$ cat src/rtl/silife_pkg.sv
// Shared definitions for the silife core access path: geometry and scheduler states.
package silife_pkg;
  localparam int ROW_W = 5;
  localparam int COLS  = 8;

  typedef enum logic [2:0] {
    ST_IDLE,
    ST_WRITE,
    ST_READ_WAIT,
    ST_READ_CAP,
    ST_STEP
  } sched_state_t;
endpackage

$ cat src/rtl/silife_step_timer.sv
// Free-running step-period timer: counts 0..max(period,1)-1 while run, pulses tick at terminal count.
module silife_step_timer #(
  parameter int PERIOD_W = 24
) (
  input  logic                clk,
  input  logic                rst,
  input  logic                run,
  input  logic [PERIOD_W-1:0] period,
  output logic                tick
);
  logic [PERIOD_W-1:0] cnt;
  logic [PERIOD_W-1:0] last;

  // >= rather than == so a period shortened below the current count wraps at once.
  always_comb begin
    last = (period == '0) ? '0 : period - PERIOD_W'(1);
    tick = run && (cnt >= last);
  end

  always_ff @(posedge clk) begin
    if (rst || !run) begin
      cnt <= '0;
    end else if (tick) begin
      cnt <= '0;
    end else begin
      cnt <= cnt + PERIOD_W'(1);
    end
  end
endmodule

$ cat src/rtl/silife_access_sched.sv
// Arbitrates row writes, row reads and generation steps onto the silife core pins.
module silife_access_sched #(
  parameter int ROW_W     = silife_pkg::ROW_W,
  parameter int COLS      = silife_pkg::COLS,
  parameter int PERIOD_W  = 24,
  parameter int READ_WAIT = 1
) (
  input  logic                clk,
  input  logic                rst,
  input  logic                cfg_run,
  input  logic [PERIOD_W-1:0] cfg_period,
  input  logic                step_req,
  input  logic                wr_valid,
  output logic                wr_ready,
  input  logic [ROW_W-1:0]    wr_row,
  input  logic [COLS-1:0]     wr_data,
  input  logic                rd_valid,
  output logic                rd_ready,
  input  logic [ROW_W-1:0]    rd_row,
  output logic                rd_data_valid,
  output logic [COLS-1:0]     rd_data,
  input  logic                hold_display,
  output logic                step_overrun,
  output logic [ROW_W-1:0]    core_row_sel,
  output logic                core_max_en,
  output logic                core_en,
  output logic                core_wr_en,
  output logic [COLS-1:0]     core_data_in,
  input  logic [COLS-1:0]     core_data_out
);
  import silife_pkg::*;

  localparam int WAIT_W = (READ_WAIT > 1) ? $clog2(READ_WAIT) : 1;
  localparam logic [WAIT_W-1:0] WAIT_INIT = WAIT_W'(READ_WAIT - 1);

  sched_state_t      state, state_nxt;
  logic [WAIT_W-1:0] wait_cnt;
  logic              step_pending;
  logic              tick;
  logic              grant_wr, grant_rd, grant_step;

  silife_step_timer #(.PERIOD_W(PERIOD_W)) u_timer (
    .clk    (clk),
    .rst    (rst),
    .run    (cfg_run),
    .period (cfg_period),
    .tick   (tick)
  );

  always_comb begin
    grant_wr   = (state == ST_IDLE) && !rst && wr_valid;
    grant_rd   = (state == ST_IDLE) && !rst && rd_valid && !wr_valid;
    grant_step = (state == ST_IDLE) && !rst && !wr_valid && !rd_valid
                 && step_pending && !hold_display;
    wr_ready   = grant_wr;
    rd_ready   = grant_rd;

    state_nxt = state;
    case (state)
      ST_IDLE: begin
        if (grant_wr)        state_nxt = ST_WRITE;
        else if (grant_rd)   state_nxt = ST_READ_WAIT;
        else if (grant_step) state_nxt = ST_STEP;
      end
      ST_READ_WAIT: if (wait_cnt == '0) state_nxt = ST_READ_CAP;
      default:      state_nxt = ST_IDLE;
    endcase
  end

  always_ff @(posedge clk) begin
    if (rst) begin
      state         <= ST_IDLE;
      wait_cnt      <= '0;
      step_pending  <= 1'b0;
      step_overrun  <= 1'b0;
      core_row_sel  <= '0;
      core_data_in  <= '0;
      core_wr_en    <= 1'b0;
      core_en       <= 1'b0;
      core_max_en   <= 1'b1;
      rd_data       <= '0;
      rd_data_valid <= 1'b0;
    end else begin
      state         <= state_nxt;
      core_wr_en    <= grant_wr;
      core_en       <= grant_step;
      rd_data_valid <= (state == ST_READ_WAIT) && (wait_cnt == '0);
      core_max_en   <= !(hold_display || state_nxt == ST_READ_WAIT
                         || state_nxt == ST_READ_CAP);
      // Pending drops only after the STEP cycle, so a request landing during STEP survives.
      step_pending  <= (step_pending && state != ST_STEP) || step_req || tick;
      if (tick && step_pending) step_overrun <= 1'b1;

      if (grant_wr) begin
        core_row_sel <= wr_row;
        core_data_in <= wr_data;
      end else if (grant_rd) begin
        core_row_sel <= rd_row;
        wait_cnt     <= WAIT_INIT;
      end

      if (state == ST_READ_WAIT) begin
        if (wait_cnt == '0) rd_data <= core_data_out;
        else                wait_cnt <= wait_cnt - WAIT_W'(1);
      end
    end
  end
endmodule

$ cat config.mk
export PLATFORM = sky130hd
export DESIGN_NAME = silife_access_sched
export DESIGN_NICKNAME = d
export VERILOG_FILES = /design/src/rtl/silife_pkg.sv /design/src/rtl/silife_step_timer.sv /design/src/rtl/silife_access_sched.sv
export SDC_FILE = /design/constraint.sdc
export NUM_CORES = 1
export LEC_CHECK = 0
export BUFFER_PORTS_ARGS = -buffer_cell sky130_fd_sc_hd__buf_2
export CORE_MARGIN = 2
export CORE_UTILIZATION = 44
export CTS_CLUSTER_SIZE = 28
export DETAILED_ROUTE_END_ITERATION = 12
export GPL_ROUTABILITY_DRIVEN = 0
export PLACE_DENSITY = 0.81
export RECOVER_POWER = 25
export SYNTH_ARGS = -nofsm -noshare
export SYNTH_HDL_FRONTEND = slang
export SYNTH_HIERARCHICAL = 1
export SYNTH_SLANG_ARGS = --single-unit
$ cat constraint.sdc
create_clock -name clk -period 5.07 [get_ports clk]
set_input_delay 1.2675 -clock clk [delete_from_list [all_inputs] [get_ports clk]]
set_output_delay 1.2675 -clock clk [all_outputs]
set_load 0.005 [all_outputs]
After elaboration in Yosys (flattened, before gate mapping)
Index checks and enable logic that the tools add are counted.
W data, S select, Z words.
{ "word_totals": {"reg_bits": 55, "latchBits": 0, "mem_bits_rw": 0, "mem_bits_ro": 0, "in_bits": 57, "output_inout_bits": 28, "elab_cells": 61, "mem_count": 0} }
{ "classes": {"n_addsub": 3, "n_mul": 0, "n_div": 0, "magnitude_cmp": 1, "eq_ne": 4, "shift": 0, "n_mux": 12, "bitwise": 1, "n_reduce_logical": 28} }
{ "op_table": {"columns": ["op", "n"], "rows": [
  ["$add A24 B1 Y24 const B", 1],
  ["$ge A24 B24 Y1", 1],
  ["$logic_not A24 Y1", 1],
  ["$mux W24", 1],
  ["$sub A24 B1 Y24 const B", 1],
  ["$logic_and A1 B1 Y1", 12],
  ["$mux W3", 4],
  ["$mux W5", 2],
  ["$eq A3 B2 Y1 const B", 3],
  ["$logic_not A1 Y1", 6],
  ["$pmux W3 S2", 1],
  ["$logic_or A1 B1 Y1", 5],
  ["$mux W1", 4],
  ["$logic_not A3 Y1", 1],
  ["$ne A3 B3 Y1 const B", 1],
  ["$reduce_and A2 Y1", 1],
  ["$reduce_bool A2 Y1", 1],
  ["$reduce_or A2 Y1", 1],
  ["$not A1 Y1", 1],
  ["$sub A1 B1 Y1 const B", 1]
]} }

Longest topological paths before layout
{ "logic_depth": {"word_depth": 14, "mapped_depth": 16} }

Modules after synthesis
Netlist, hierarchy kept.
{ "by_module_without_submodules": {"columns": ["mod", "instances", "cells_each", "area_each_um2", "seq_area_each_um2"], "rows": [
  ["silife_step_timer", 1, 271, 2109.5, 480.5],
  ["silife_access_sched", 1, 118, 1131.1, 620.6]
]} }

Worst setup path before layout
No wires, ideal clock.
{ "synth_timing": {"path_kind": "input port to flip-flop", "startpoint": "in cfg_period[13]", "endpoint": "reg step_overrun", "setup_time_ns": 0.117, "arrival_time_ns": 4.689, "required_time_ns": 4.953, "path_slack_ns": 0.264, "stages": 15, "n_path_buf": 2, "path_cell_list": "or4_4 or4_1 buf_2 or3_4 or3_4 and2_2 ha_1 nand2b_1 a211oi_1 o221ai_1 a32o_1 clkbuf_1 o21a_1 a21oi_1 nor2_1"} }
{ "synth_via": {"elab_chain_cells": 5, "elab_cells_between_ends": 6, "cone_classes": "add/sub: 1; order compare: 1; mux: 1; reduce/logical: 3"} }
{ "synth_lines": {"columns": ["element", "line", "source"], "rows": [
  ["start, declared", "silife_access_sched.sv:11", "input logic [PERIOD_W-1:0] cfg_period,"],
  ["$sub A24 B1 Y24 / $logic_not A24 Y1 (equally long branches)", "silife_step_timer.sv:16", "last = (period == '0) ? '0 : period - PERIOD_W'(1);"],
  ["$mux W24 (*)", "silife_step_timer.sv:16", null],
  ["$ge A24 B24 Y1 (*)", "silife_step_timer.sv:17", "tick = run && (cnt >= last);"],
  ["$logic_and A1 B1 Y1 (*)", "silife_step_timer.sv:17", null],
  ["named net tick", "silife_access_sched.sv:39", "logic tick;"],
  ["$logic_and A1 B1 Y1 (*)", "silife_access_sched.sv:92", "if (tick && step_pending) step_overrun <= 1'b1;"],
  ["end signal, assigned", "silife_access_sched.sv:75", "step_overrun <= 1'b0;"],
  ["end signal, assigned", "silife_access_sched.sv:92", null],
  ["end, declared", "silife_access_sched.sv:23", "output logic step_overrun,"]
]} }
Mark *: on every way through the listed nets, which the timed path passes. The rest lies on a longest branch.
A chain may end at the register's enable or synchronous reset.

Worst setup path in the final report
Same ends and word-level chain as after synthesis.

==> metrics <==
status finished clean; Final Non-Filler Cells around 570; Num CTS Buffers 5; CTS Hold Bufs 0; kind of critical path primary input to flip-flop; crit start category primary input; worst rel slew slack 18.2%; die area about 8100 um^2; Hold Crit Class flip-flop to flip-flop; setup bufs post-CTS 0; Post-Synth XOR/XNOR Area a little over a tenth; adder-cell share of the synthesized area 10.4%; post-CTS resize count 0; Final Hold Vio Count 0; placed insts 565; Fillers a little under 700; Sum Neg Setup Slack 0 ns; Initial DRC Count 127; core area 7180 um^2; fin crit share 90.5%; Net Count, Synth 473; post-synth top area share between 30% and 40%; First-pass DRT Iterations 4; unique cell type count in the Yosys netlist 48; EDFF count, synth 0; DP Area around 3800 um^2; vias in the first global route 2913; cell area after synthesis roughly 3200 um^2; top cell type by total area after synthesis dfxtp_1; #FFs+latches synth 55; largest net degree at the start of global routing 27; Final min period about 4.6 ns; Worst-Skew Late Latency 0.30 ns; Die X around 90 um; H-tree Lvls 2; crit path max fanout 21; cell with the most instances after synthesis dfxtp_1; sequential fraction of the synthesis area 34.0%; Lkg Pwr 1.72 nW; synth top area cells dfxtp_1 (34%), ha_1 (10%), nor3_1 (6.5%); via count approximately 3000; worst slew pin tran 1.23 ns; multiplexer share of the synthesized area less than 1%; ys async rst share 0%; Area Overhead vs Synth 18.5%; dpl hpwl 5860 um; unrepaired setup endpoints after global routing false; simple-gate share of the synthesized area roughly 27%; IO buf count 84; max-slew violation count 0; Critical Path Sink Type flip-flop; synth cell count leaders dfxtp_1 (55), nand2_1 (51), nor3_1 (42); r2r setup slk 3.02 ns; ANT cells 0; DRC 0; Final Cell Area 3840 um^2; Starting Density 45.2%; worst path required time 5.22 ns; Max VDD drop about 0.18 mV; WL final around 7600 um; # rows 31; CTS Sinks 55; Final ANT Viol Nets 0; clock skew 0.00448 ns; Avg Inst Size Synth between 8 and 9 um^2; initial antenna violation count 0; Synth Area in Compound Gates between 10% and 20%; All-Layer GR Usage 18.5%; wire length per cell 13.2 um; Mapped Cells a little under 400; Layout Nets 557; largest family of logic cells by synthesized area simple AND/OR/NAND/NOR gates; max_cap viols 0; DIE HEIGHT about 90 um; IO Count 85; Final Util 53.5%; root buffer cell clkbuf_8; top_reg_cell synth dfxtp_1; PwrDens 215 nW/um^2; grt ovf 0; fraction of layout cells with a size suffix above 1 between 20 and 25%; vias per cell 5.29; Yosys warning total 6; clk slew on worst S/H paths roughly 0.090 ns; final setup fails 0; first-pass GRT wire length ~13000 um; Worst Path Arrival between 4 and 5 ns; fmax between 0.2 and 0.25 GHz; Max Root-Sink Buffers 2; Final Power around 0.82 mW; CTS tree yes
cells by family after synthesis:
group,Yosys count
AOI/OAI and AO/OA,61
xor gates and xnor gates,39
adders and majority gates,27
buffers and inverters,32
DFF,55
muxes,2
and+or+nand+nor,173
layout by cell type (no fill, tap or decap), drive strengths merged, types with 2 or more instances in the layout:
master / instances
o21ai: 7
or4b: 2
ha: 27
nor2: 28
nor3: 42
buf: 89
and2: 3
a221oi: 5
and4: 2
or4: 2
nand2: 51
or3: 3
and3: 3
clkbuf: 8
a21o: 3
nor4: 9
xnor2: 21
nand3: 12
nand4: 7
o22a: 5
inv: 19
a22o: 8
o21a: 2
dfxtp: 55
nand2b: 2
mux2i: 2
nor2b: 2
o31ai: 2
xor2: 18
a21oi: 23
stage by stage:
step	hold slack (ns)	worst slack, ns
finish	0.459	0.481
global route	0.474	0.269
CTS	0.458	0.519
detailed placement	0.445	0.194
global placement	0.441	0.274
floorplan	0.449	0.264
flip-flops by register name, indices dropped and copies added, names as in the netlist:
signal and flops:
core_data_in 8, core_max_en 1, step_pending 1, state 3, core_wr_en 1, rd_data_valid 1, step_overrun 1, core_row_sel 5
core_en 1, rd_data 8, u_timer/cnt 24, wait_cnt 1
worst max-delay path: stages:
cell,delay (ns)
buf_2,0.11
or4_4,0.55
or4_1,0.46
or3_4,0.36
or3_4,0.34
buf_4,0.21
nand2_1,0.08
ha_1,0.24
a21oi_1,0.20
nor2b_1,0.15
o221ai_1,0.11
a32o_1,0.27
o21a_1,0.20
a21oi_1,0.14
nor2_1,0.05
routing by layer:
metal / global-route usage [%] / up-vias / wire length, um
met5: 0 / - / 0
met4: 5.00 / 0 / 84
met3: 3.44 / 7 / 490
met2: 31.8 / 101 / 3490
met1: 24.0 / 1376 / 3490
li1: - / 1547 / -
power by group:
| group | switching [mW] | internal (mW) | leakage [nW] |
|---|---|---|---|
| clock network | 0.132 | 0.0973 | 0.0422 |
| logic | 0.0709 | 0.0634 | 1.23 |
| registers | 0.0104 | 0.450 | 0.448 |
cell type report:
type | count | area [um^2] | share of cell area (%)
timing repair buffer | 90 | 464 | 12.1
inverter | 19 | 71.3 | 1.86
tap | 99 | 124 | 3.23
clock inverter | 1 | 5.00 | 0.130
multi-input combinational | 302 | 2000 | 52.0
clock buffer | 7 | 76.3 | 1.99
sequential | 55 | 1100 | 28.7
worst paths after layout:
check,cells after the start,to,from
worst min-delay path,2,rd_data[1]$_SDFFE_PP0P_,rd_data[1]$_SDFFE_PP0P_
worst max-delay path,15,step_overrun$_SDFFE_PP0P_,cfg_period[13]
worst min register to register,2,rd_data[1]$_SDFFE_PP0P_,rd_data[1]$_SDFFE_PP0P_
worst max register to register,9,step_overrun$_SDFFE_PP0P_,u_timer/cnt[0]$_SDFF_PP0_
(Power assumes the default switching activity.)
